## config.mk

```make
export PLATFORM = sky130hd
export DESIGN_NAME = fetch_stage
export DESIGN_NICKNAME = d
export VERILOG_FILES = /design/src/rtl/riscv_pkg.sv /design/src/rtl/if_id_register.sv /design/src/rtl/fetch_stage.sv
export SDC_FILE = /design/constraint.sdc
export NUM_CORES = 1
export LEC_CHECK = 0
export BUFFER_PORTS_ARGS = -buffer_cell sky130_fd_sc_hd__buf_4
export CELL_PAD_IN_SITES_DETAIL_PLACEMENT = 1
export CELL_PAD_IN_SITES_GLOBAL_PLACEMENT = 2
export CORE_MARGIN = 2
export CORE_UTILIZATION = 29
export DETAILED_ROUTE_END_ITERATION = 8
export PLACE_DENSITY = 0.79
export SKIP_CTS_REPAIR_TIMING = 1
export SYNTH_ARGS = -nofsm -noshare
export SYNTH_HDL_FRONTEND = slang
export SYNTH_SLANG_ARGS = --single-unit
```

## constraint.sdc

```tcl
create_clock -name clk -period 2.2 [get_ports clk]
set_input_delay 0.44 -clock clk [delete_from_list [all_inputs] [get_ports clk]]
set_output_delay 0.44 -clock clk [all_outputs]
set_load 0.01 [all_outputs]
```

## src/rtl/riscv_pkg.sv

```systemverilog
// Shared definitions for the RISC-V pipeline: canonical NOP and fetch-stage
// controller states.
package riscv_pkg;

  localparam logic [31:0] NOP_INSTR = 32'h0000_0013;

  typedef enum logic [1:0] {
    StIdle,
    StWait,
    StDiscard,
    StHold
  } fetch_state_t;

endpackage

```

## src/rtl/if_id_register.sv

```systemverilog
// IF/ID pipeline register: flush beats stall beats load; idle cycles insert a
// bubble. PC fields survive bubbles so decode keeps a stable PC for debug.
module if_id_register
  import riscv_pkg::*;
(
  input  logic        clk,
  input  logic        rst_n,
  input  logic        flush_i,
  input  logic        stall_i,
  input  logic        load_i,
  input  logic [31:0] instr_i,
  input  logic [31:0] pc_i,
  input  logic [31:0] pcplus4_i,
  output logic [31:0] instr_o,
  output logic [31:0] pc_o,
  output logic [31:0] pcplus4_o,
  output logic        valid_o
);

  logic [31:0] instr_q, pc_q, pcplus4_q;
  logic        valid_q;

  always_ff @(posedge clk or negedge rst_n) begin
    if (!rst_n) begin
      instr_q   <= NOP_INSTR;
      pc_q      <= '0;
      pcplus4_q <= '0;
      valid_q   <= 1'b0;
    end else if (flush_i) begin
      instr_q <= NOP_INSTR;
      valid_q <= 1'b0;
    end else if (!stall_i) begin
      if (load_i) begin
        instr_q   <= instr_i;
        pc_q      <= pc_i;
        pcplus4_q <= pcplus4_i;
        valid_q   <= 1'b1;
      end else begin
        instr_q <= NOP_INSTR;
        valid_q <= 1'b0;
      end
    end
  end

  assign instr_o   = instr_q;
  assign pc_o      = pc_q;
  assign pcplus4_o = pcplus4_q;
  assign valid_o   = valid_q;

endmodule

```

## src/rtl/fetch_stage.sv

```systemverilog
// Instruction fetch stage: owns PCF, keeps at most one imem request in flight,
// squashes wrong-path responses and parks a stalled response in a skid buffer.
module fetch_stage
  import riscv_pkg::*;
#(
  parameter logic [31:0] RESET_PC = 32'h0000_0000
) (
  input  logic        clk,
  input  logic        rst_n,
  input  logic        PCSrcE,
  input  logic [31:0] PCTargetE,
  input  logic        StallF,
  input  logic        StallD,
  input  logic        FlushD,
  output logic        ImemReqValid,
  output logic [31:0] ImemAddr,
  input  logic        ImemReqReady,
  input  logic        ImemRespValid,
  input  logic [31:0] ImemRdata,
  output logic [31:0] InstrD,
  output logic [31:0] PCD,
  output logic [31:0] PCPlus4D,
  output logic        InstrValidD
);

  fetch_state_t state_q, state_d;
  logic [31:0]  pcf_q, pc_next;
  logic [31:0]  skid_q, skid_d;
  logic [31:0]  redirect_addr;
  logic [31:0]  deliver_instr;
  logic         deliver, req_valid, issue;

  // Bit 0 cleared for JALR targets; bit 1 deliberately passed through.
  assign redirect_addr = PCTargetE & 32'hFFFF_FFFE;

  always_comb begin
    state_d       = state_q;
    skid_d        = skid_q;
    deliver       = 1'b0;
    deliver_instr = ImemRdata;
    req_valid     = 1'b0;
    issue         = 1'b0;

    unique case (state_q)
      StIdle: begin
        req_valid = !StallF || PCSrcE;
        issue     = 1'b1;
      end
      StWait: begin
        if (PCSrcE) begin
          if (ImemRespValid) begin
            req_valid = 1'b1;
            issue     = 1'b1;
          end else begin
            state_d = StDiscard;
          end
        end else if (ImemRespValid) begin
          if (!StallD) begin
            deliver   = 1'b1;
            req_valid = !StallF;
            issue     = 1'b1;
          end else begin
            skid_d  = ImemRdata;
            state_d = StHold;
          end
        end
      end
      StDiscard: begin
        if (ImemRespValid) begin
          req_valid = !StallF || PCSrcE;
          issue     = 1'b1;
        end
      end
      StHold: begin
        if (PCSrcE || !StallD) state_d = StIdle;
        if (!PCSrcE && !StallD) begin
          deliver       = 1'b1;
          deliver_instr = skid_q;
        end
      end
      default: state_d = StIdle;
    endcase

    if (issue) state_d = (req_valid && ImemReqReady) ? StWait : StIdle;

    if (PCSrcE)       pc_next = redirect_addr;
    else if (deliver) pc_next = pcf_q + 32'd4;
    else              pc_next = pcf_q;
  end

  // PCF always tracks PCNextF, which equals ImemAddr whenever a request fires.
  always_ff @(posedge clk or negedge rst_n) begin
    if (!rst_n) begin
      state_q <= StIdle;
      pcf_q   <= RESET_PC;
      skid_q  <= '0;
    end else begin
      state_q <= state_d;
      pcf_q   <= pc_next;
      skid_q  <= skid_d;
    end
  end

  assign ImemReqValid = req_valid;
  assign ImemAddr     = pc_next;

  if_id_register u_if_id (
    .clk       (clk),
    .rst_n     (rst_n),
    .flush_i   (FlushD),
    .stall_i   (StallD),
    .load_i    (deliver),
    .instr_i   (deliver_instr),
    .pc_i      (pcf_q),
    .pcplus4_i (pcf_q + 32'd4),
    .instr_o   (InstrD),
    .pc_o      (PCD),
    .pcplus4_o (PCPlus4D),
    .valid_o   (InstrValidD)
  );

endmodule

```

# [Word level (Yosys, flattened, before mapping)]
# Index checks and enable logic that the tools add are counted.
[word_totals] ff_bits=163 input_bits=72 output_inout_bits=130 elab_cells=62
[op_classes] add_sub_neg=1 n_eq_ne=8 n_mux=31 bitwise_logic=3 n_reduce_logical=12
[op_table] op="$mux 32" n=7
[op_table] op="$add 32x3->32 const B" n=1
[op_table] op="$mux 1" n=14
[op_table] op="$mux 2" n=6
[op_table] op="$ne 4x4->1 const B" n=3
[op_table] op="$pmux 1 s3" n=2
[op_table] op="$reduce_and 5->1" n=1
[op_table] op="$eq 2x2->1 const B" n=2
[op_table] op="$pmux 2 s2" n=1
[op_table] op="$reduce_and 4->1" n=1
[op_table] op="$logic_not 1->1" n=3
[op_table] op="$ne 3x3->1 const B" n=1
[op_table] op="$not 1->1" n=3
[op_table] op="$reduce_and 3->1" n=1
[op_table] op="$reduce_bool 3->1" n=1
[op_table] op="$eq 2x1->1 const B" n=1
[op_table] op="$logic_and 1x1->1" n=2
[op_table] op="$logic_not 2->1" n=1
[op_table] op="$logic_or 1x1->1" n=2
[op_table] op="$ne 2x1->1 const B" n=1
[op_table] op="$pmux 1 s2" n=1

# [Longest topological paths before layout]
# Gate-level depths: netlist of run 1.
[logic_depth] ltp_word=8 mapped_depth=8 depth_no_buf=6

# [Hierarchy]
# From an unflattened synthesis of run 1, not the netlist that was laid out.
[unflattened] cells_unflattened=702 hier_area_um2=8353.0
[by_module_without_submodules] module="fetch_stage" n_inst=1 cells_each=421 area_per_inst_um2=4221.5 seq_area_each_um2=1651.6
[by_module_without_submodules] module="if_id_register" n_inst=1 cells_each=281 area_per_inst_um2=4131.5 seq_area_each_um2=2431.1

# [Least setup slack after synthesis of run 1]
# No wires, ideal clock.
[synth_timing] path_type="register to output" startpoint="reg pcf_q[2]" endpoint="out ImemAddr[22]" t_arrival_ps=1907 required_time_ps=1760 setup_slack_ps=-147 path_stages_with_launch=7 path_buffers=0 path_cell_list="dfrtp_1 -> ha_1 -> nand4_4 -> or3_2 -> nor4_2 -> xnor2_1 -> o21ai_0"
[synth_between] elab_chain_len=3
[synth_lines] element="start, declared" line="fetch_stage.sv:27" rtl="logic [31:0] pcf_q, pc_next;"
[synth_lines] element="start signal, assigned" line="fetch_stage.sv:99" rtl="pcf_q <= pc_next;"
[synth_lines] element="$add 32x3->32" line="fetch_stage.sv:87" rtl="else if (deliver) pc_next = pcf_q + 32'd4;"
[synth_lines] element="$mux 32" line="fetch_stage.sv:87"
[synth_lines] element="$mux 32" line="fetch_stage.sv:86" rtl="if (PCSrcE) pc_next = redirect_addr;"
[synth_lines] element="end, declared" line="fetch_stage.sv:16" rtl="output logic [31:0] ImemAddr,"
# Every way passes these cells.

# [Worst setup path in the final report of run 1]
# Same ends and word-level chain as after synthesis.

==> impl_results.md, run 1 <==
- Status: complete, but fails checks
- Failing checks: hold timing, setup timing
- Residual DRC: 0
- Grt peak-use layer: met2
- Total power: 10300 uW
- Worst-path clk slew: 0.06 ns
- Synth Flop Type: dfrtp_1
- First drt pass iteration count: 4
- Dpl cells: 1294
- Row Count: 58
- CTS tree: built
- Number of global-route vias before repair: 6561
- Crit path kind: reg -> out
- Met1 Use GR: 0.239
- Crit-path leading delay family: simple AND/OR/NAND/NOR gates
- Final WL: 23600 um
- Final nets: 1086
- Crit-path max FO: 6
- Hold Slack: -0.0185 ns
- Fin crit share: 1.28
- Post-route setup slack: -0.609 ns
- CTS root buf: clkbuf_16
- Top cells by area, synth: dfrtp_1, nand2_1, mux2_2
- Initial DRC count: 307
- Largest net degree at the start of global routing: 71
- Syn-to-layout area delta: 47.2%
- Buf/Inv on CP: 1
- Final hold vios: 25
- RSZ-0062 raised after global routing: true
- Chip Height: 164 um
- Final core occ: 0.436
- Startpoint Class: register
- Clock tree buffer depth: 2
- First-pass GRT wire length: 35600 um
- Tightest Hold Check Type: in -> async
- Vias: 6324
- Ys async rst share: 1.00
- Leak: 0.00513 uW
- Clock skew: 0.0124 ns
- Worst path slowest cell: or3_2
- Post-synth EDFFs: 0
- Synth cell types: 52
- FF+latch count, synth: 161
- H-tree Lvls: 4
- Slew margin rel.: 0.645
- Maximum cell stage delay along the critical path: 0.55 ns
- Share of layout cells above drive strength 1: 0.438
- Sequential cell area fraction in the yosys report: 0.541
- Initial Utilization: 0.296
- PD cells: 939 nW/um^2
- Cell taking the most area after synthesis: dfrtp_1
- Gate Count Post-Synth: 737
- CTS sink cnt: 161
- Fill count: 2859
- Max Cap Viol: 0
- Final setup vio count: 30
- GR Util met3: 0.0437
- Post-Syn Nets: 810
- Cell with the most instances after synthesis: nand2_1
- CP required: 1.76 ns
- Crit end category: primary output
- Avg Vias per Cell: 4.66
- Data arrival, critical path: 2.37 ns
- Placer Congestion: 0.770
- # diodes: 0
- Worst slew pin tran: 0.533 ns
- Total track usage: 0.172
- F_max: 356 MHz
- Cell Area, Synth: 7450 sq um
- CORE AREA: 25200 sq um
- Worst path cell trace: ha_4, nand4_4, or3_2, nor4_2, xnor2_1, o21ai_2, buf_4
- Clk_lat worst skew: 0.42 ns
- HPWL after DPL: 16200 um
- GR Overflow Total: 0
- Post-route ant nets: 0
- Synthesis warning total: 0
- Die Wd: 164 um
- Most frequent cells after synthesis: nand2_1, dfrtp_1, o21ai_0, mux2_2, mux2i_1
- Initial antenna violation count: 0
- GR Util met2: 0.267
- Die Area: 27000 sq um
- # IOs: 202
- CTS buffer count: 17
- Share of the synthesized area in the top cell type: 0.530
- Port Buf Inserts: 200
- Worst vdd ir: 0.488 mV
- DP Worst Slack: -0.313 ns
- WL/cell: 17.4 um
- Post-Syn Area per Cell: 10.1 sq um
- Final slew viol count: 0
- Fin crit period: 2.81 ns
- Post-Layout Cell Count: 1356
-- per-layer routing --
layer	vias to the layer above	wire, um
li1	3023	-
met1	3116	10700
met2	172	11000
met3	13	1630
met4	0	214
met5	-	0
-- state kept, by name, indices dropped and copies added, names as in the netlist --
signal and count:
skid_q 32, pcf_q 32, state_q 2, u_if_id.pc_o 32, u_if_id.pcplus4_o 30, u_if_id.instr_o 32, u_if_id.valid_o 1
-- worst register-to-register path: cells and delay by family, from the launching register on --
kind                       cells  cell delay (ns)
adders and majority gates      1             0.17
buffers and inverters          2             0.33
DFF                            1             0.39
and+or+nand+nor                5             1.09
-- cell families (layout without fill, tap and decap cells) --
kind of cell | count (synthesis) | in the layout | share of synthesized area
AO/OA/AOI/OAI | 99 | 99 | 0.0703
XOR/XNOR | 55 | 55 | 0.0646
multiplexers | 67 | 67 | 0.0957
buffers and inverters | 59 | 347 | 0.0426
AND/OR/NAND/NOR | 295 | 296 | 0.184
flip-flops | 161 | 161 | 0.541
adder cells (fa/ha/maj) | 1 | 1 | 0.00168
-- power by group --
group          total, uW  internal (uW)  switching, uW
clock               2960           1710           1260
combinational       2930           1560           1370
sequential          4410           3840            568
-- layout by cell type, fill, tap and decap left out, types with 3 or more instances in the layout --
master and count:
a21oi_1 5, and4_2 3, buf_12 8, buf_4 291, buf_6 9, clkbuf_16 19, clkinv_2 3, clkinvlp_4 3
dfrtp_1 153, dfrtp_2 5, dfstp_2 3, inv_1 4, mux2_2 34, mux2i_1 32, nand2_1 196, nand2b_1 3
nand3_1 12, nand3_2 5, nand3_4 3, nand4_1 14, nor2_1 15, nor2_2 4, nor2_4 4, nor3_1 4
nor3_4 3, nor4_2 3, o21ai_0 57, o21ai_1 19, o21ai_2 11, xnor2_1 18, xnor2_2 5, xor2_1 29
xor2_2 3
-- through the flow --
stage | instance area (sq um) | TNS, ns
global placement | 9840 | -4.67
global route | 11000 | -14.60
floorplan | 7490 | -0.00615
CTS | 10400 | -14.47
detailed placement | 9840 | -5.56
finish | 11000 | -11.30
-- cell type report --
class                      count  area (sq um)  share of cell area
sequential                   161          4040               0.368
tap                          330           413              0.0376
clock buffer                  20           447              0.0407
clock inverter                12           133              0.0121
inverter                       4          15.0             0.00137
multi-input combinational    518          3410               0.311
timing repair buffer         311          2510               0.229
-- final timing paths --
check / from / cells past startpoint / endpoint / slack (ns)
worst max-delay path: pcf_q[2] / 7 / ImemAddr[22] / -0.61
worst min-delay path: rst_n / 1 / u_if_id.instr_o[19] / -0.02
worst max register to register: pcf_q[2] / 8 / u_if_id.pcplus4_o[26] / 0.16
worst min register to register: pcf_q[0] / 2 / u_if_id.pc_o[0] / 0.47
max in group asynchronous: rst_n / 2 / pcf_q[13] / 1.60
min in group clk: PCTargetE[19] / 3 / pcf_q[19] / 0.24
No activity file was read; power rests on OpenSTA's default activity.
==> inputs of run 2 (changes only) <==
--- a/config.mk
+++ b/config.mk
@@ -9,10 +9,13 @@
 export CELL_PAD_IN_SITES_DETAIL_PLACEMENT = 1
 export CELL_PAD_IN_SITES_GLOBAL_PLACEMENT = 2
 export CORE_MARGIN = 2
-export CORE_UTILIZATION = 29
+export CORE_UTILIZATION = 32
 export DETAILED_ROUTE_END_ITERATION = 8
-export PLACE_DENSITY = 0.79
+export GPL_TIMING_DRIVEN = 0
+export PLACE_DENSITY = 0.8
+export RECOVER_POWER = 25
 export SKIP_CTS_REPAIR_TIMING = 1
 export SYNTH_ARGS = -nofsm -noshare
 export SYNTH_HDL_FRONTEND = slang
+export SYNTH_HIERARCHICAL = 1
 export SYNTH_SLANG_ARGS = --single-unit
==> impl_results.md, run 2 <==
- Placer Congestion: 0.745 (-3.2%)
- Most frequent cells after synthesis: dfrtp_1, mux2_2, nand2_1, mux2_4, a21oi_1
- CP required: 1.76 ns (about the same)
- Data arrival, critical path: 2.40 ns (+0.03 ns)
- RSZ-0062 raised after global routing: true
- F_max: 352 MHz (-1.1%)
- First-pass GRT wire length: 39800 um (+12%)
- Final slew viol count: 0 (unchanged)
- FF+latch count, synth: 163 (+1.2%)
- Post-Syn Nets: 775 (-4.3%)
- Post-Syn Area per Cell: 11.9 sq um (+18%)
- CTS root buf: clkbuf_16
- Crit end category: primary output
- Xor and xnor area share after synthesis: 0.0367 (-0.0279)
- Synth cell types: 61 (+17%)
- Share of layout cells above drive strength 1: 0.588 (+0.150)
- PD cells: 862 nW/um^2 (-8.2%)
- Max Cap Viol: 0 (unchanged)
- Failing checks: setup timing
- Synthesis warning total: 6 (+6)
- Residual DRC: 0 (unchanged)
- Crit-path max FO: 8 (+2)
- FF-to-FF Start: state_q[0]
- Tightest Hold Check Type: in -> reg
- CTS buffer count: 17 (unchanged)
- Ys async rst share: 1.00 (unchanged)
- Worst vdd ir: 0.404 mV (-17%)
- Post-synth EDFFs: 0 (unchanged)
- Final nets: 1106 (+1.8%)
- Initial DRC count: 371 (+21%)
- Number of global-route vias before repair: 6870 (+4.7%)
- Clk_lat worst skew: 0.43 ns (about the same)
- Syn-to-layout area delta: 53.6%
- Cell Area, Synth: 8350 sq um (+12%)
- CORE AREA: 25800 sq um (+2.6%)
- Area share of fa/ha/maj cells after synthesis: 0.00150 (-0.000181)
- Mux cell area share after synthesis: 0.203 (+0.108)
- Synth Area in Simple Gates: 0.156 (-0.0281)
- Largest net degree at the start of global routing: 96 (+35%)
- Chip Height: 166 um (+0.76%)
- Post-route setup slack: -0.640 ns (-0.0308 ns)
- Sequential cell area fraction in the yosys report: 0.489 (-0.0523)
- Internal reg-to-reg setup slack: -0.29 ns (-0.45 ns)
- Final WL: 30100 um (+28%)
- Synth Flop Type: dfrtp_1
- Setup TNS: -26.50 ns (-15.20 ns)
- Vias: 7083 (+12%)
- GR Overflow Total: 0 (unchanged)
- Die Area: 27400 sq um (+1.5%)
- # IOs: 202 (unchanged)
- Clock skew: 0.0107 ns (-0.00168 ns)
- CTS sink cnt: 163 (+1.2%)
- Crit path kind: reg -> out
- Final setup vio count: 94 (+210%)
- Initial Utilization: 0.323 (+0.0273)
- Critical Path Start: pcf_q[2]
- Fin crit period: 2.84 ns (+0.0308 ns)
- Startpoint Class: register
- HPWL after DPL: 18700 um (+15%)
- Top cells by area, synth: dfrtp_1, mux2_4, mux2_2
- Status: complete, but fails checks
- Commonest non-fill, non-tap cells in the layout: buf_4, dfrtp_1, mux2_2
- Worst slew pin tran: 1.42 ns (+0.883 ns)
- Row Count: 59 (+1.7%)
- Placed Area: 10400 sq um (+5.6%)
- Worst-path clk slew: 0.07 ns (about the same)
- Hold Slack: 0.219 ns (+0.238 ns)
- Hold Crit Start: ImemReqReady
- Final hold vios: 0 (-100%)
- Total power: 11100 uW (+7.4%)
- Cell with the most instances after synthesis: dfrtp_1
- Die Wd: 166 um (+0.76%)
- Post-route ant nets: 0 (unchanged)
- WL/cell: 21.8 um (+25%)
- Commonest non-fill, non-tap cell in the layout: buf_4
- First drt pass iteration count: 4 (unchanged)
- Gate Count Post-Synth: 702 (-4.7%)
- Port Buf Inserts: 198 (-1.0%)
- Total track usage: 0.190 (+0.0183)
- Leak: 0.00574 uW (+12%)
- Largest family of logic cells by synthesized area: multiplexers
- Slew margin rel.: 0.0563 (-0.589)
- Share of the synthesized area in the top cell type: 0.479 (-0.0511)
- Clock tree buffer depth: 2 (unchanged)
- Design area: 12800 sq um (+17%)
- Cell taking the most area after synthesis: dfrtp_1
- H-tree Lvls: 4 (unchanged)
- CTS tree: built
- Avg Vias per Cell: 5.13 (+9.9%)
- Synth Area in Compound Gates: 0.0679 (-0.00248)
- Fin crit share: 1.29 (+0.0140)
- Initial antenna violation count: 2 (+2)
## run 2: changes by cell type in the layout (fill, tap and decap cells not counted), moves of 10 or more
cell      delta
nand2_1    -139
mux2i_1     -31
mux2_4      +64
mux2_2      +31
xor2_1      -20
dfrtp_2     +12
buf_4       -22
a21oi_1     +29
o21ai_1     -13
buf_6       +33
o21ai_0     -54
nand3b_1    +29
nor2_1      +12
dfrtp_1     -10
## run 2: worst max-delay path: stages, from the launching register on
cell and delay, ns:
dfrtp_2 0.42, ha_4 0.19, and4_4 0.26, nand4_4 0.14, buf_6 0.19, or4_4 0.42, a31oi_4 0.22, buf_6 0.13
## run 2: path summary, 6_finish.rpt
| kind | depth (start not counted) | end |
|---|---|---|
| max | 7 | ImemAddr[30] |
| min | 2 | state_q[0] |
| max reg2reg | 13 | u_if_id/pcplus4_o[21] |
| min reg2reg | 1 | skid_q[18] |
| max in group asynchronous | 1 | state_q[1] |
| min in group asynchronous | 1 | u_if_id/pcplus4_o[13] |
## run 2: metrics by stage
stage | utilization | std cells | worst slack, ns
6_report | 0.497 | 1382 | -0.640
5_1_grt | 0.496 | 1381 | -0.724
4_1_cts | 0.427 | 1268 | -1.24
3_5_place_dp | 0.402 | 1236 | -0.758
3_3_place_gp | 0.401 | 1235 | -0.711
2_1_floorplan | - | 702 | -0.0305
## run 2: final cells by class
type	instances	area [sq um]
repair buffers	313	2680
clock inverters	15	216
diodes	1	2.50
flip-flops and latches	163	4100
fillers	2718	13000
multi-input cells	483	4500
inverters	9	46.3
clock buffers	17	425
well taps	335	419
plain buffers	46	438
## run 2: cells by family (layout without fill, tap and decap cells)
| kind of cell | after synthesis | in the layout |
|---|---|---|
| flip-flops | 163 | 163 |
| XOR/XNOR | 35 | 35 |
| other | 0 | 1 |
| AND/OR/NAND/NOR | 223 | 224 |
| adder cells (fa/ha/maj) | 1 | 1 |
| AO/OA/AOI/OAI | 92 | 92 |
| buffers and inverters | 57 | 400 |
| multiplexers | 131 | 131 |
## run 2: layer usage
layer / vias to the layer above / GRT usage / share of wire
met4: 2 / 0.0517 / 0.020
met1: 3638 / 0.247 / 0.42
met5: - / 0 / 0.00053
met3: 45 / 0.0579 / 0.063
met2: 195 / 0.307 / 0.50
li1: 3203 / - / -
## run 2: report_power, final
group	switching (uW)	total (uW)	internal, uW
combinational	1350	3370	2020
sequential	531	4330	3800
clock	1420	3360	1940
